--- config.mk ---
export PLATFORM = sky130hd
export DESIGN_NAME = mux8_scan_ctrl
export DESIGN_NICKNAME = d
export VERILOG_FILES = /design/src/rtl/mux8_pkg.sv /design/src/rtl/mux8_bit_timer.sv /design/src/rtl/mux8_scan_ctrl.sv
export SDC_FILE = /design/constraint.sdc
export NUM_CORES = 1
export LEC_CHECK = 0
export CORE_ASPECT_RATIO = 1.1
export CORE_MARGIN = 1.5
export CORE_UTILIZATION = 37
export DETAILED_ROUTE_END_ITERATION = 8
export PLACE_DENSITY = 0.79
export SYNTH_ARGS = -nofsm -noshare
export SYNTH_HDL_FRONTEND = slang
export SYNTH_SLANG_ARGS = --single-unit
--- constraint.sdc ---
create_clock -name clk -period 1.4 [get_ports clk]
set_clock_uncertainty 0.15 [all_clocks]
set_input_delay 0.35 -clock clk [delete_from_list [all_inputs] [get_ports clk]]
set_output_delay 0.35 -clock clk [all_outputs]
set_load 0.02 [all_outputs]
--- src/rtl/mux8_pkg.sv ---
// Shared widths and FSM state type for the mux8 scan controller.
package mux8_pkg;
  localparam int DATA_W = 8;
  localparam int SEL_W  = 3;

  typedef enum logic {
    IDLE,
    SHIFT
  } scan_state_t;
endpackage

--- src/rtl/mux8_bit_timer.sv ---
// Bit-period counter: ticks on the last cycle of each CYCLES_PER_BIT window while run is high.
module mux8_bit_timer #(
  parameter int CYCLES_PER_BIT = 4
) (
  input  logic clk,
  input  logic rst_n,
  input  logic run,
  output logic tick
);
  localparam int CNT_W = (CYCLES_PER_BIT > 1) ? $clog2(CYCLES_PER_BIT) : 1;
  localparam logic [CNT_W-1:0] CNT_LAST = CNT_W'(CYCLES_PER_BIT - 1);

  logic [CNT_W-1:0] cnt_reg;
  logic [CNT_W-1:0] cnt_next;

  // Counter restarts at zero whenever the scan is not running, so each byte starts a fresh period.
  always_comb begin
    cnt_next = cnt_reg;
    if (!run || (cnt_reg == CNT_LAST)) begin
      cnt_next = '0;
    end else begin
      cnt_next = cnt_reg + 1'b1;
    end
  end

  always_ff @(posedge clk) begin
    if (!rst_n) begin
      cnt_reg <= '0;
    end else begin
      cnt_reg <= cnt_next;
    end
  end

  assign tick = run && (cnt_reg == CNT_LAST);
endmodule

--- src/rtl/mux8_scan_ctrl.sv ---
// Parallel-to-serial front end for an external 8:1 mux: holds a byte on the mux inputs
// and walks the select 0..7 (MSB first), sampling the mux output once per bit period.
module mux8_scan_ctrl
  import mux8_pkg::*;
#(
  parameter int CYCLES_PER_BIT = 4
) (
  input  logic              clk,
  input  logic              rst_n,
  input  logic [DATA_W-1:0] in_data,
  input  logic              in_valid,
  output logic              in_ready,
  output logic [DATA_W-1:0] mux_in,
  output logic [SEL_W-1:0]  mux_sel,
  input  logic              mux_out,
  output logic              ser_bit,
  output logic              ser_valid,
  output logic              busy,
  output logic              done
);
  localparam logic [SEL_W-1:0] SEL_LAST = '1;

  scan_state_t       state_reg, state_next;
  logic [DATA_W-1:0] mux_in_reg, mux_in_next;
  logic [SEL_W-1:0]  mux_sel_reg, mux_sel_next;
  logic              ser_bit_reg, ser_bit_next;
  logic              ser_valid_reg, ser_valid_next;
  logic              done_reg, done_next;
  logic              tick;

  mux8_bit_timer #(
    .CYCLES_PER_BIT(CYCLES_PER_BIT)
  ) u_bit_timer (
    .clk  (clk),
    .rst_n(rst_n),
    .run  (state_reg == SHIFT),
    .tick (tick)
  );

  always_comb begin
    state_next     = state_reg;
    mux_in_next    = mux_in_reg;
    mux_sel_next   = mux_sel_reg;
    ser_bit_next   = ser_bit_reg;
    ser_valid_next = 1'b0;
    done_next      = 1'b0;
    case (state_reg)
      IDLE: begin
        if (in_valid) begin
          mux_in_next  = in_data;
          mux_sel_next = '0;
          state_next   = SHIFT;
        end
      end
      SHIFT: begin
        // Select was set a full period ago, so the mux output has settled by now.
        if (tick) begin
          ser_bit_next   = mux_out;
          ser_valid_next = 1'b1;
          if (mux_sel_reg == SEL_LAST) begin
            done_next  = 1'b1;
            state_next = IDLE;
          end else begin
            mux_sel_next = mux_sel_reg + 1'b1;
          end
        end
      end
      default: state_next = IDLE;
    endcase
  end

  always_ff @(posedge clk) begin
    if (!rst_n) begin
      state_reg     <= IDLE;
      mux_in_reg    <= '0;
      mux_sel_reg   <= '0;
      ser_bit_reg   <= 1'b0;
      ser_valid_reg <= 1'b0;
      done_reg      <= 1'b0;
    end else begin
      state_reg     <= state_next;
      mux_in_reg    <= mux_in_next;
      mux_sel_reg   <= mux_sel_next;
      ser_bit_reg   <= ser_bit_next;
      ser_valid_reg <= ser_valid_next;
      done_reg      <= done_next;
    end
  end

  assign in_ready  = (state_reg == IDLE) && rst_n;
  assign busy      = (state_reg == SHIFT);
  assign mux_in    = mux_in_reg;
  assign mux_sel   = mux_sel_reg;
  assign ser_bit   = ser_bit_reg;
  assign ser_valid = ser_valid_reg;
  assign done      = done_reg;
endmodule
Word level (Yosys, flattened, before mapping). Index checks and enable logic that the tools add are counted.

Flip-flop bits (word level): 17. Bits of input ports: 12. Output and inout bits: 16. Logic and storage cells: 36.

Add/subtract/negate cells: 2. Equality and inequality tests: 5. Mux-type cells: 10. Bitwise gates (word level): 2. Reduce and logical (&&, ||, !) cells: 10.

Operator list (count): two-way mux 3 bit (3); one-hot mux 3 bit (2 select lines) (1); AND reduction 2 bit (3); AND reduction 3 bit (2); two-way mux 1 bit (5); inequality test 2 bit, second input constant (2); adder 3 x 1 -> 3 bit, second input constant (1); equality test 3 bit, second input constant (1); adder 2 x 1 -> 2 bit, second input constant (1); equality test 2 bit, second input constant (1); logical AND 1 bit (2); inequality test 2 x 1 -> 1 bit, second input constant (1); NOT 1 bit (2); one-hot mux 1 bit (2 select lines) (1); OR reduction 2 bit (1); zero test 1 bit (1); logical OR 1 bit (1).

Longest topological paths before layout.
Word-level depth: 4. Mapped depth: 5. Gate-level depth less buffers: 5.

Modules after synthesis. Synthesis repeated with hierarchy kept, for this count alone.

Cell total of the unflattened synthesis: 71. Area, all modules: 713.2 um^2.

By module, submodules not included: mux8_scan_ctrl (instances 1, cells an instance 65, area each 629.4 um^2, seq. area each 300.3 um^2); mux8_bit_timer (instances 1, cells an instance 6, area each 83.8 um^2, seq. area each 40.0 um^2).

Worst setup path after synthesis. Ideal clock, no wire load.

Path type: input-to-output. Start: in rst_n. End: out in_ready. Arrival time: 1092 ps. Required time: 900 ps. Slack: -192 ps. Stages: 3. Path buffers: 2. Cell sequence: clkbuf_1 -> buf_2 -> nor2b_1.

Word-level cells in the longest chain between the ends: 1.

Ends and longest elaborated chain: from (decl) (line mux8_scan_ctrl.sv:9) `input logic rst_n,`; logical AND 1 bit (line mux8_scan_ctrl.sv:90) `assign in_ready = (state_reg == IDLE) && rst_n;`; to (decl) (line mux8_scan_ctrl.sv:12) `output logic in_ready,`.

No other way between the ends.

Worst setup path in the final report.
Start: reg mux_sel_reg[1] (netlist: mux_sel[1]). End: reg mux_sel_reg[0] (netlist: mux_sel[0]).

Word-level cells in the longest chain between the ends: 3.

Ends and longest elaborated chain: from (decl) (line mux8_scan_ctrl.sv:25) `logic [SEL_W-1:0] mux_sel_reg, mux_sel_next;`; from (signal assigned) (line mux8_scan_ctrl.sv:83) `mux_sel_reg <= mux_sel_next;`; equality test 3 bit (line mux8_scan_ctrl.sv:60) `if (mux_sel_reg == SEL_LAST) begin`; inequality test 2 bit (no source line); AND reduction 3 bit (no source line).

No other way between the ends. A chain may end at the register's enable or synchronous reset.

==> key figures <==
Run status
  • Outcome: complete, but fails checks
  • Violated checks: negative setup slack

Global routing
  • Antenna violations before repair: 0
  • Largest net degree at the start of global routing: 18
  • Gr usage total: 0.1522
  • GRT Residual Overflow: 0
  • First-pass GRT wire length: 2490 um
  • Number of global-route vias before repair: 611

Floorplanning
  • Die height: 48.32 um
  • Top Ports: 28
  • Die area: 0.002135 sq mm
  • Core area: 0.001762 sq mm
  • Core Rows: 16
  • Initial core utilization: 0.3920
  • Die X: 44.20 um

Worst setup path
  • Req. time, crit path: 1.45 ns
  • Arr. time, crit path: 1.45 ns
  • Critical Path Fanout Max: 3
  • CP dominant cell by count: ha_4
  • Slowest CP cell: dfxtp_4
  • Crit-path max cell delay: 0.37 ns
  • Cell Chain, Critical Path: ha_4 -> ha_4 -> nand3b_4 -> and3_4 -> o21a_1
  • R2R Setup Slk: -0.006 ns
  • Worst setup SP type: register
  • Critical Path End Type: register
  • Crit path kind: register to register

Synth
  • Cell area after synthesis: 690.7 sq um
  • Library cells used by synthesis: 23
  • Top cells by area, synth: dfxtp_1 49%, nand2_1 11%, a21boi_0 7.6%, ha_1 5.4%, buf_6 3.3%
  • Gate Count Post-Synth: 73
  • Post-Syn Nets: 88
  • Seq/Total Area, Yosys: 0.4928
  • Synth top area share: 0.4928
  • Mean Syn Cell Area: 9.461 sq um
  • Synth Register Bits: 17
  • Yosys warns: 0
  • Area leader, netlist: dfxtp_1

STA
  • Final count of pins violating max slew: 0
  • Final Hold Viols: 0
  • RSZ-0062 raised after global routing: yes
  • Fin Setup TNS: -0.006211 ns
  • Final critical-path required period: 1.406 ns
  • Period utilization: 1.004
  • Slew HR: 0.8239
  • Peak Freq: 711.1 MHz
  • Final setup violation count: 1
  • Actual slew at the worst max-slew pin: 0.2641 ns
  • Final worst slack: -0.006211 ns

Pwr
  • Comb power frac: 0.157
  • Pwr/cell area: 874.9 mW/mm^2
  • Sw Pwr: 0.2316 mW
  • Clk pwr share: 0.285
  • VDD IR max: 0.5255 mV
  • Pleak: 0.4858 nW
  • Register share of total power: 0.558
  • Sw Share: 0.2549
  • Internal Power: 0.6769 mW

Finish
  • Most frequent cells in the layout: 20 x nand2_1, 14 x dfxtp_1, 14 x buf_2
  • Area growth from synthesis to layout: 50.36%
  • Filler cell count: 169
  • Max FFs per register: 8
  • # nets final: 126
  • Post-route core utilization: 0.5895
  • Share of cells above drive strength 1: 0.3727
  • Most common cell after layout, fill and taps aside: nand2_1
  • Diode count: 0

Clock tree
  • Clk buf depth: 2
  • CTS tree: built
  • Hold_buf cts: 0
  • Worst skew pair latency: 0.29 ns
  • Reg clk slew, reported paths: 0.10 ns
  • Root Buffer: clkbuf_4
  • Post-CTS Setup Bufs: 0
  • Num CTS Buffers: 3
  • Htree depth: 1
  • Clock sinks: 17

Routing
  • Vias per cell: 4.805
  • Wire per inst: 11.41 um
  • Final WL: 1460 um
  • ANT nets after route: 0
  • Drt initial violations: 16
  • Via Count: 615
  • DR DRC count: 0
  • Router iterations before antenna repair: 4

Placed design
  • GPL Wtd Cong: 0.7126
  • Port Buf Inserts: 27
  • Post-detail-place hpwl: 1069 um

Worst hold path
  • Hold crit path type: register to register

Job
  • Max_cap viols: 0
## cell usage after synthesis, drive strengths merged
master / n
a21boi: 9
nor2: 1
nor3: 1
and3: 2
nand2: 20
a31oi: 1
o21a: 1
nand3b: 1
o21ai: 3
nand3: 2
nand4: 2
nand2b: 1
and2: 1
nor3b: 1
dfxtp: 17
buf: 3
nor2b: 2
ha: 3
clkbuf: 2
## per-layer routing
metal,global-route usage,part of all wire,up-vias,wire (um)
li1,-,-,318,-
met5,0,0,-,0
met3,0.02239,0.049,2,72
met4,0.06061,0.0055,0,8
met2,0.2770,0.55,14,799
met1,0.1694,0.40,281,580
## metrics by stage
step	area (sq um)	hold slack (ns)	setup WS (ns)	instances	power (mW)
finish	1039	0.2920	-0.006211	128	0.9086
global route	1039	0.3084	-0.04325	128	0.9562
CTS	1089	0.2952	-0.01032	128	0.9180
detailed placement	1075	0.2793	-0.6600	124	0.6748
global placement	1075	0.2619	-0.6574	124	0.6712
floorplan	739.5	0.2526	-0.01366	73	0.5954
## path summary, 6_finish.rpt
path                                from                     end  depth (start not counted)
setup / recovery              mux_sel[1]              mux_sel[0]                          5
hold / removal    u_bit_timer.cnt_reg[0]  u_bit_timer.cnt_reg[0]                          1
setup reg to reg              mux_sel[1]              mux_sel[0]                          5
hold reg to reg   u_bit_timer.cnt_reg[0]  u_bit_timer.cnt_reg[0]                          1
## kinds of logic (layout without fill, tap and decap cells)
group | count (synthesis) | in the layout | share of synthesized area
AND/OR/NAND/NOR | 34 | 34 | 0.2609
flip-flops | 17 | 17 | 0.4928
AO/OA/AOI/OAI | 14 | 14 | 0.1395
buffers and inverters | 5 | 42 | 0.05251
adder cells (fa/ha/maj) | 3 | 3 | 0.05435
## layout make-up
type	count	area (sq um)	area share
sequential	17	349.1	0.3361
multi-input combinational	51	351.6	0.3386
timing repair buffer	38	287.8	0.2771
tap	18	22.52	0.02169
clock inverter	1	5.005	0.004819
clock buffer	3	22.52	0.02169
## power by group through the flow
stage	Combinational [mW]	Sequential [mW]	Clock, mW
after CTS	0.148	0.508	0.262
after global routing	0.155	0.510	0.291
final	0.142	0.507	0.259
after floorplan	0.0602	0.535	0
after global placement	0.154	0.517	0
after detailed placement	0.156	0.519	0
## worst max-delay path, delay by kind of cell (launching register included)
| kind | cells | cell delay [ns] |
|---|---|---|
| AO/OA/AOI/OAI | 1 | 0.16 |
| adder cells (fa/ha/maj) | 2 | 0.31 |
| flip-flops | 1 | 0.37 |
| AND/OR/NAND/NOR | 2 | 0.32 |
## what timing repair did
action | CTS | global route
hold endpoints to repair | 0 | 0
pin swaps | 1 | 0
gates cloned | 0 | 0
resized for setup | 60 | 10
endpoints found under the setup margin | 19 | 16
(Power assumes the default switching activity.)
